--- src/rtl/switch_frame_fetch_pkg.sv ---
// Shared definitions for the frame fetch block: descriptor layout, FSM encodings, skid entry format.
// Latency: n/a (definitions only).
// Backpressure: n/a.
package switch_frame_fetch_pkg;

   // Default width of the frame length field, in bytes
   localparam int DEFAULT_LEN_W = 11;

   // Descriptor layout: [19:16] tag, [15:12] one-hot source port, [11] reserved, [10:0] length
   localparam int DESC_W       = 20;
   localparam int DESC_TAG_LSB = 16;
   localparam int DESC_SRC_LSB = 12;
   localparam int DESC_LEN_LSB = 0;
   localparam int DESC_LEN_W   = 11;
   localparam int TAG_W        = 4;
   localparam int SRC_W        = 4;

   // Frame byte and skid entry {sof, eof, data}
   localparam int BYTE_W     = 8;
   localparam int SKID_ENT_W = BYTE_W + 2;

   // One-hot fetch FSM states
   typedef enum logic [3:0] {
      ST_IDLE  = 4'b0001,
      ST_LATCH = 4'b0010,
      ST_DATA  = 4'b0100,
      ST_DRAIN = 4'b1000
   } fetch_state_t;

   typedef struct packed {
      logic              sof;
      logic              eof;
      logic [BYTE_W-1:0] dat;
   } skid_ent_t;

endpackage

--- src/rtl/switch_frame_fetch_skid_buf.sv ---
// Small skid buffer of {sof, eof, data} entries; entry 0 is always the registered head.
// Latency: a pushed entry is visible at the head one cycle later when the buffer was empty.
// Backpressure: caller must never push into a full buffer (occupancy is tracked upstream).
module frame_skid_buf
   import switch_frame_fetch_pkg::*;
#(
   parameter int DEPTH = 2
) (
   input  logic                         clk_sys,
   input  logic                         rstn_sys,
   input  logic                         i_push,
   input  logic [SKID_ENT_W-1:0]        i_dat,
   input  logic                         i_pop,
   output logic [SKID_ENT_W-1:0]        o_head,
   output logic                         o_vld,
   output logic [$clog2(DEPTH+1)-1:0]   o_count
);

   localparam int CNT_W = $clog2(DEPTH + 1);

   logic [SKID_ENT_W-1:0] r_ent   [DEPTH];
   logic [SKID_ENT_W-1:0] w_shift [DEPTH];
   logic [CNT_W-1:0]      r_cnt;
   logic [CNT_W-1:0]      w_wr_idx;
   logic                  w_pop;

   // Shifted view of the entries after a pop, and the slot a push lands in
   always_comb begin
      for (int i = 0; i < DEPTH; i++) begin
         w_shift[i] = '0;
      end
      for (int i = 0; i < DEPTH - 1; i++) begin
         w_shift[i] = r_ent[i + 1];
      end
      w_pop    = i_pop && (r_cnt != '0);
      w_wr_idx = r_cnt - CNT_W'(w_pop);
   end

   // Entries shift toward the head on pop; unused slots stay zero so an empty head reads 0
   always_ff @(posedge clk_sys or negedge rstn_sys) begin
      if (!rstn_sys) begin
         for (int i = 0; i < DEPTH; i++) begin
            r_ent[i] <= '0;
         end
         r_cnt <= '0;
      end else begin
         for (int i = 0; i < DEPTH; i++) begin
            if (i_push && (w_wr_idx == CNT_W'(i))) begin
               r_ent[i] <= i_dat;
            end else if (w_pop) begin
               r_ent[i] <= w_shift[i];
            end
         end
         r_cnt <= r_cnt + CNT_W'(i_push) - CNT_W'(w_pop);
      end
   end

   assign o_head  = r_ent[0];
   assign o_vld   = (r_cnt != '0);
   assign o_count = r_cnt;

endmodule

--- src/rtl/switch_frame_fetch.sv ---
// Pops a descriptor, fetches len bytes from the byte FIFO and streams them with sof/eof framing.
// Latency: first frm_valid 4 cycles after ptr_sfifo_rd; 1 byte/cycle; len+5 cycles per frame.
// Backpressure: byte reads are throttled so skid occupancy plus in-flight reads never exceed SKID_DEPTH.
module switch_frame_fetch
   import switch_frame_fetch_pkg::*;
#(
   parameter int LEN_W      = DEFAULT_LEN_W,
   parameter int SKID_DEPTH = 2
) (
   input  logic                clk_sys,
   input  logic                rstn_sys,
   output logic                ptr_sfifo_rd,
   input  logic [DESC_W-1:0]   ptr_sfifo_dout,
   input  logic                ptr_sfifo_empty,
   output logic                sfifo_rd,
   input  logic [BYTE_W-1:0]   sfifo_dout,
   output logic                frm_valid,
   input  logic                frm_ready,
   output logic [BYTE_W-1:0]   frm_data,
   output logic                frm_sof,
   output logic                frm_eof,
   output logic [SRC_W-1:0]    frm_src,
   output logic [TAG_W-1:0]    frm_tag,
   output logic [LEN_W-1:0]    frm_len,
   output logic [15:0]         frame_cnt,
   output logic [15:0]         drop_cnt
);

   localparam int CNT_W = $clog2(SKID_DEPTH + 1);
   localparam int OCC_W = CNT_W + 1;

   fetch_state_t          r_state;
   logic                  r_arm;
   logic [LEN_W-1:0]      r_rd_cnt;
   logic [LEN_W-1:0]      r_len;
   logic [SRC_W-1:0]      r_src;
   logic [TAG_W-1:0]      r_tag;
   logic                  r_in_flight;
   logic                  r_if_sof;
   logic                  r_if_eof;
   logic                  r_done;
   logic [15:0]           r_frame_cnt;
   logic [15:0]           r_drop_cnt;

   logic [LEN_W-1:0]      w_desc_len;
   logic [SRC_W-1:0]      w_desc_src;
   logic [TAG_W-1:0]      w_desc_tag;
   logic                  w_accept;
   logic [OCC_W-1:0]      w_occ;
   logic                  w_issue;
   logic                  w_ptr_rd;
   skid_ent_t             w_push_ent;
   skid_ent_t             w_head;
   logic [SKID_ENT_W-1:0] w_head_raw;
   logic                  w_skid_vld;
   logic [CNT_W-1:0]      w_skid_cnt;

   assign w_desc_len = LEN_W'(ptr_sfifo_dout[DESC_LEN_LSB +: DESC_LEN_W]);
   assign w_desc_src = ptr_sfifo_dout[DESC_SRC_LSB +: SRC_W];
   assign w_desc_tag = ptr_sfifo_dout[DESC_TAG_LSB +: TAG_W];

   // Read issue: count what will occupy the skid once this cycle's transfer and returning read settle
   always_comb begin
      w_accept = w_skid_vld && frm_ready;
      w_occ    = OCC_W'(w_skid_cnt) + OCC_W'(r_in_flight) - OCC_W'(w_accept);
      w_issue  = (r_state == ST_DATA) && (r_rd_cnt < r_len) && (w_occ < OCC_W'(SKID_DEPTH));
      // r_arm keeps the pop low while reset is held even if the descriptor FIFO is not empty
      w_ptr_rd = r_arm && (r_state == ST_IDLE) && !ptr_sfifo_empty;
   end

   // Fetch FSM with its counters, latched descriptor fields and in-flight read tracking
   always_ff @(posedge clk_sys or negedge rstn_sys) begin
      if (!rstn_sys) begin
         r_state     <= ST_IDLE;
         r_arm       <= 1'b0;
         r_rd_cnt    <= '0;
         r_len       <= '0;
         r_src       <= '0;
         r_tag       <= '0;
         r_in_flight <= 1'b0;
         r_if_sof    <= 1'b0;
         r_if_eof    <= 1'b0;
         r_done      <= 1'b0;
         r_frame_cnt <= '0;
         r_drop_cnt  <= '0;
      end else begin
         r_arm       <= 1'b1;
         // Framing flags travel with the read so the returning byte is tagged without a second counter
         r_in_flight <= w_issue;
         r_if_sof    <= w_issue && (r_rd_cnt == '0);
         r_if_eof    <= w_issue && (r_rd_cnt == (r_len - LEN_W'(1)));
         case (r_state)
            ST_IDLE: begin
               if (w_ptr_rd) begin
                  r_state <= ST_LATCH;
               end
            end
            ST_LATCH: begin
               r_len    <= w_desc_len;
               r_src    <= w_desc_src;
               r_tag    <= w_desc_tag;
               r_rd_cnt <= '0;
               if (w_desc_len == '0) begin
                  r_drop_cnt <= r_drop_cnt + 16'd1;
                  r_state    <= ST_IDLE;
               end else begin
                  r_state <= ST_DATA;
               end
            end
            ST_DATA: begin
               if (w_issue) begin
                  r_rd_cnt <= r_rd_cnt + LEN_W'(1);
                  if (r_rd_cnt == (r_len - LEN_W'(1))) begin
                     r_state <= ST_DRAIN;
                  end
               end
            end
            ST_DRAIN: begin
               // The cycle after the eof transfer closes the frame and hands back to IDLE
               if (r_done) begin
                  r_done      <= 1'b0;
                  r_frame_cnt <= r_frame_cnt + 16'd1;
                  r_state     <= ST_IDLE;
               end else if (w_accept && w_head.eof) begin
                  r_done <= 1'b1;
               end
            end
            default: begin
               r_state <= ST_IDLE;
            end
         endcase
      end
   end

   assign w_push_ent = '{sof: r_if_sof, eof: r_if_eof, dat: sfifo_dout};
   assign w_head     = w_head_raw;

   frame_skid_buf #(
      .DEPTH (SKID_DEPTH)
   ) u_skid (
      .clk_sys  (clk_sys),
      .rstn_sys (rstn_sys),
      .i_push   (r_in_flight),
      .i_dat    (w_push_ent),
      .i_pop    (w_accept),
      .o_head   (w_head_raw),
      .o_vld    (w_skid_vld),
      .o_count  (w_skid_cnt)
   );

   assign ptr_sfifo_rd = w_ptr_rd;
   assign sfifo_rd     = w_issue;
   assign frm_valid    = w_skid_vld;
   assign frm_data     = w_head.dat;
   assign frm_sof      = w_head.sof;
   assign frm_eof      = w_head.eof;
   assign frm_src      = r_src;
   assign frm_tag      = r_tag;
   assign frm_len      = r_len;
   assign frame_cnt    = r_frame_cnt;
   assign drop_cnt     = r_drop_cnt;

endmodule

--- config.mk ---
export PLATFORM = sky130hd
export DESIGN_NAME = switch_frame_fetch
export DESIGN_NICKNAME = d
export VERILOG_FILES = /design/src/rtl/switch_frame_fetch_pkg.sv /design/src/rtl/switch_frame_fetch_skid_buf.sv /design/src/rtl/switch_frame_fetch.sv
export SDC_FILE = /design/constraint.sdc
export NUM_CORES = 1
export LEC_CHECK = 0
export ABC_CLOCK_PERIOD_IN_PS = 4100
export CAP_MARGIN = 20
export CORE_MARGIN = 2
export CORE_UTILIZATION = 35
export CTS_BUF_LIST = sky130_fd_sc_hd__clkbuf_4 sky130_fd_sc_hd__clkbuf_8
export DETAILED_ROUTE_END_ITERATION = 16
export GPL_TIMING_DRIVEN = 1
export HOLD_SLACK_MARGIN = 0.12
export PLACE_DENSITY = 0.69
export SLEW_MARGIN = 10
export SYNTH_ARGS = -nofsm -noshare
export SYNTH_HDL_FRONTEND = slang
export SYNTH_SLANG_ARGS = --single-unit
--- constraint.sdc ---
create_clock -name clk_sys -period 4.1 [get_ports clk_sys]
set_input_delay 0.82 -clock clk_sys [delete_from_list [all_inputs] [get_ports clk_sys]]
set_output_delay 0.82 -clock clk_sys [all_outputs]
set_load 0.05 [all_outputs]
==> report_table.html <==
<table>
<tr><th>Metric</th><th>Value</th></tr>
<tr><th colspan="2">Timing</th></tr>
<tr><td>Slew HR</td><td>40.77%</td></tr>
<tr><td>Total count of max-transition violations in the final report</td><td>0</td></tr>
<tr><td>Setup repair after global routing missed its margin</td><td>false</td></tr>
<tr><td>Number of endpoints failing setup at the final stage</td><td>0</td></tr>
<tr><td>Fmax</td><td>255.9 MHz</td></tr>
<tr><td>Post-route setup TNS</td><td>0 ps</td></tr>
<tr><td>Share of the clock period used by the worst path after layout</td><td>95.33%</td></tr>
<tr><td>Post-route minimum period</td><td>3908 ps</td></tr>
<tr><td>Final number of hold-violating endpoints</td><td>0</td></tr>
<tr><td>WHS</td><td>479.5 ps</td></tr>
<tr><td>Transition at the pin with the smallest max-transition slack</td><td>888.5 ps</td></tr>
<tr><td>Max Clock Skew</td><td>12.55 ps</td></tr>
<tr><th colspan="2">Routing</th></tr>
<tr><td>Detailed-router iteration count before antenna repair</td><td>6</td></tr>
<tr><td>Total number of vias</td><td>3824</td></tr>
<tr><td>Post-detailed-route wirelength per cell</td><td>14.70 µm</td></tr>
<tr><td>Ratio of routed vias to standard cells</td><td>4.992</td></tr>
<tr><td>1st-iter DRT viols</td><td>233</td></tr>
<tr><td>Post-route DRC violation count</td><td>0</td></tr>
<tr><td>Routed Antenna Nets</td><td>0</td></tr>
<tr><td>Overall routed net length</td><td>11260 µm</td></tr>
<tr><th colspan="2">Cells and area</th></tr>
<tr><td>P&amp;R area growth vs syn</td><td>27.33%</td></tr>
<tr><td>Final Cell Area</td><td>6091 µm²</td></tr>
<tr><td>Number of antenna diodes</td><td>0</td></tr>
<tr><td>Final core area utilization</td><td>45.81%</td></tr>
<tr><td>Fraction of final layout cells with drive strength greater than 1</td><td>7.797%</td></tr>
<tr><td>Nets@finish</td><td>637</td></tr>
<tr><th colspan="2">CTS</th></tr>
<tr><td>Clock-pin slew on the worst setup and hold paths</td><td>90 ps</td></tr>
<tr><td>Cell chosen for the clock root</td><td>sky130_fd_sc_hd__clkbuf_8</td></tr>
<tr><td>Clock sink count</td><td>93</td></tr>
<tr><td>Number of hold buffers added after CTS</td><td>0</td></tr>
<tr><td>TritonCTS buffer count</td><td>9</td></tr>
<tr><td>Maximum root-to-sink buffer count</td><td>2</td></tr>
<tr><td>CTS tree</td><td>yes</td></tr>
<tr><td>CTS H-tree lvls</td><td>3</td></tr>
<tr><td>Clk_lat worst skew</td><td>380 ps</td></tr>
<tr><th colspan="2">Synth</th></tr>
<tr><td>Mapped cell area</td><td>4783 µm²</td></tr>
<tr><td>Average size of a mapped cell</td><td>9.644 µm²</td></tr>
<tr><td>Top-count cell post-synth</td><td>sky130_fd_sc_hd__nand2_1</td></tr>
<tr><td>Share of the yosys chip area belonging to registers</td><td>48.68%</td></tr>
<tr><td>Count of synthesis-stage warnings from yosys</td><td>0</td></tr>
<tr><td>Total of flip-flops plus latches after synthesis</td><td>93</td></tr>
<tr><td>Most common flop cell mapped by yosys</td><td>sky130_fd_sc_hd__dfrtp_1</td></tr>
<tr><td>Synthesized netlist cell count</td><td>496</td></tr>
<tr><td>Cell types occupying the most area after synthesis</td><td>sky130_fd_sc_hd__dfrtp_1 (48%), sky130_fd_sc_hd__nand2_1 (8.1%), sky130_fd_sc_hd__xnor2_1 (7.0%), sky130_fd_sc_hd__ha_1 (5.0%), sky130_fd_sc_hd__nand3_1 (2.9%)</td></tr>
<tr><td>Area share of the largest cell type after synthesis</td><td>48.13%</td></tr>
<tr><td>Largest area contributor in the netlist</td><td>sky130_fd_sc_hd__dfrtp_1</td></tr>
<tr><td>Number of nets produced by synthesis</td><td>548</td></tr>
<tr><td>Yosys cell types</td><td>58</td></tr>
<tr><td>Cell types with the highest counts after synthesis</td><td>sky130_fd_sc_hd__nand2_1 (103), sky130_fd_sc_hd__dfrtp_1 (92), sky130_fd_sc_hd__xnor2_1 (38)</td></tr>
<tr><td>Share of synthesized flip-flops with an asynchronous set or reset</td><td>100.0%</td></tr>
<tr><td>Post-synth EDFFs</td><td>0</td></tr>
<tr><th colspan="2">Floorplan</th></tr>
<tr><td>Vert. Die Dim</td><td>120.9 µm</td></tr>
<tr><td>Floorplan core area</td><td>13300 µm²</td></tr>
<tr><td>Die area</td><td>14620 µm²</td></tr>
<tr><td># IOs</td><td>96</td></tr>
<tr><td>Row count</td><td>42</td></tr>
<tr><td>Starting density of the core</td><td>35.98%</td></tr>
<tr><td>Chip width</td><td>120.9 µm</td></tr>
<tr><th colspan="2">Place</th></tr>
<tr><td>Number of I/O port buffers</td><td>94</td></tr>
<tr><td>Dpl cell area</td><td>5867 µm²</td></tr>
<tr><td>GP Congestion</td><td>0.8705</td></tr>
<tr><td>Detailed placer's ending HPWL</td><td>8156 µm</td></tr>
<tr><th colspan="2">Power</th></tr>
<tr><td>Design internal power</td><td>1.774 mW</td></tr>
<tr><td>Power, Total</td><td>3.061 mW</td></tr>
<tr><td>Fraction of power consumed by combinational cells</td><td>40.8%</td></tr>
<tr><td>Areal power density over the cells</td><td>502.5 nW/µm²</td></tr>
<tr><td>Switch Pwr</td><td>1.286 mW</td></tr>
<tr><td>Highest ir drop seen on vdd</td><td>0.0005432 V</td></tr>
<tr><td>Sw frac</td><td>42.03%</td></tr>
<tr><td>Share of power burned in registers</td><td>39.8%</td></tr>
<tr><td>Leakage component of the power</td><td>2.691 nW</td></tr>
<tr><td>Share of power burned in the clock network</td><td>19.4%</td></tr>
<tr><th colspan="2">GRT</th></tr>
<tr><td>Antenna violations before repair</td><td>0</td></tr>
<tr><td>Overall global routing resource usage</td><td>16.37%</td></tr>
<tr><td>Wire length of the first global-routing pass</td><td>18860 µm</td></tr>
<tr><td>Global route overflow</td><td>0</td></tr>
<tr><td>Number of global-route vias before repair</td><td>3827</td></tr>
<tr><td>Maximum number of pins on one net before global-route repair</td><td>71</td></tr>
<tr><th colspan="2">Critical path</th></tr>
<tr><td>Data required time at the worst endpoint</td><td>3280 ps</td></tr>
<tr><td>Type of the worst setup path</td><td>register to primary output</td></tr>
<tr><td>Crit end category</td><td>primary output</td></tr>
<tr><td>Worst Path Max Fanout</td><td>3</td></tr>
<tr><td>Kind of start point of the critical path</td><td>register</td></tr>
<tr><td>Data arrival time of the critical path</td><td>3090 ps</td></tr>
<tr><th colspan="2">Min path</th></tr>
<tr><td>Worst hold path class</td><td>register to register</td></tr>
<tr><th colspan="2">Run status</th></tr>
<tr><td>Outcome</td><td>completed</td></tr>
<tr><th colspan="2">Flow run</th></tr>
<tr><td>Max-cap violation count</td><td>0</td></tr>
</table>
cell families after synthesis:
logic type	share of synthesized area, %
AOI/OAI and AO/OA	6.697
adders and majority gates	5.388
muxes	0.6539
other	0.07840
xor gates and xnor gates	9.521
buffers and inverters	4.420
DFF	48.68
and+or+nand+nor	24.56
worst paths after layout:
path	from	slack (ps)	endpoint	depth (start not counted)
max	u_skid.o_count[1]	190	sfifo_rd	12
min	drop_cnt[15]	480	drop_cnt[15]	1
max reg2reg	u_skid.o_count[1]	890	r_state[2]	13
min reg2reg	drop_cnt[15]	480	drop_cnt[15]	1
max in group asynchronous	rstn_sys	2600	r_state[0]	2
min in group asynchronous	rstn_sys	560	u_skid.o_head[0]	1
cell type report:
cell class	count	area, µm²
fillers	1283	7204
flip-flops and latches	93	2330
multi-input cells	358	2257
repair buffers	102	1011
well taps	176	220.2
clock buffers	12	158.9
inverters	21	81.33
clock inverters	4	32.53
through the flow:
step                setup WS, ps  instances
finish                     191.7        766
global route               29.66        766
CTS                        19.63        764
detailed placement         18.20        748
global placement           43.40        748
floorplan                  57.11        496
layout by cell type (no fill, tap or decap), types with 7 or more instances in the layout:
cell type                         netlist  routed
sky130_fd_sc_hd__nand4_1               20      20
sky130_fd_sc_hd__dfrtp_1               92      91
sky130_fd_sc_hd__nand2_1              103     103
sky130_fd_sc_hd__a21oi_1                7       7
sky130_fd_sc_hd__inv_1                 20      20
sky130_fd_sc_hd__xnor2_1               38      38
sky130_fd_sc_hd__clkbuf_8               0      11
sky130_fd_sc_hd__o21ai_0               15      15
sky130_fd_sc_hd__xor2_1                14      14
sky130_fd_sc_hd__ha_1                  19      19
sky130_fd_sc_hd__nand3_1               28      28
sky130_fd_sc_hd__buf_4                  9       9
sky130_fd_sc_hd__a31oi_1               12      12
sky130_fd_sc_hd__clkdlybuf4s50_1        0      91
sky130_fd_sc_hd__nor2_1                32      32
layer usage:
layer	global-route usage, %	part of all wire, %
met5	0	0
met4	3.997	0.64
met3	5.122	6.0
met2	26.12	46
met1	21.70	47
power groups by stage:
stage	sequential, mW	clock (mW)	combinational [mW]
floorplan	1.49	0	0.556
global placement	1.23	0	1.19
detailed placement	1.23	0	1.21
CTS	1.22	0.624	1.22
global route	1.24	0.655	1.37
finish	1.22	0.594	1.25
state kept, by name, indices dropped and copies added, names as in the netlist, 2 cells and up:
name            count
drop_cnt           16
frame_cnt          16
frm_len            11
frm_src             4
frm_tag             4
r_rd_cnt           11
r_state             4
u_skid.o_count      2
u_skid.o_head      10
u_skid.r_ent       10
what timing repair did:
item	4_1_cts	5_1_grt
buffers inserted	0	2
resized for setup	0	5
setup endpoints to repair	0	1
worst max-delay path, stage by stage (launching register included):
cell and delay, ps:
sky130_fd_sc_hd__dfrtp_2 420, sky130_fd_sc_hd__or2_2 280, sky130_fd_sc_hd__nand2_1 90, sky130_fd_sc_hd__inv_1 50, sky130_fd_sc_hd__ha_1 280, sky130_fd_sc_hd__nand2b_4 140
sky130_fd_sc_hd__fa_1 500, sky130_fd_sc_hd__inv_1 50, sky130_fd_sc_hd__a2111oi_2 300, sky130_fd_sc_hd__and4bb_1 270, sky130_fd_sc_hd__nand2_2 90, sky130_fd_sc_hd__inv_4 110
sky130_fd_sc_hd__buf_12 130
Note: power is estimated with default switching activity, not from simulation.
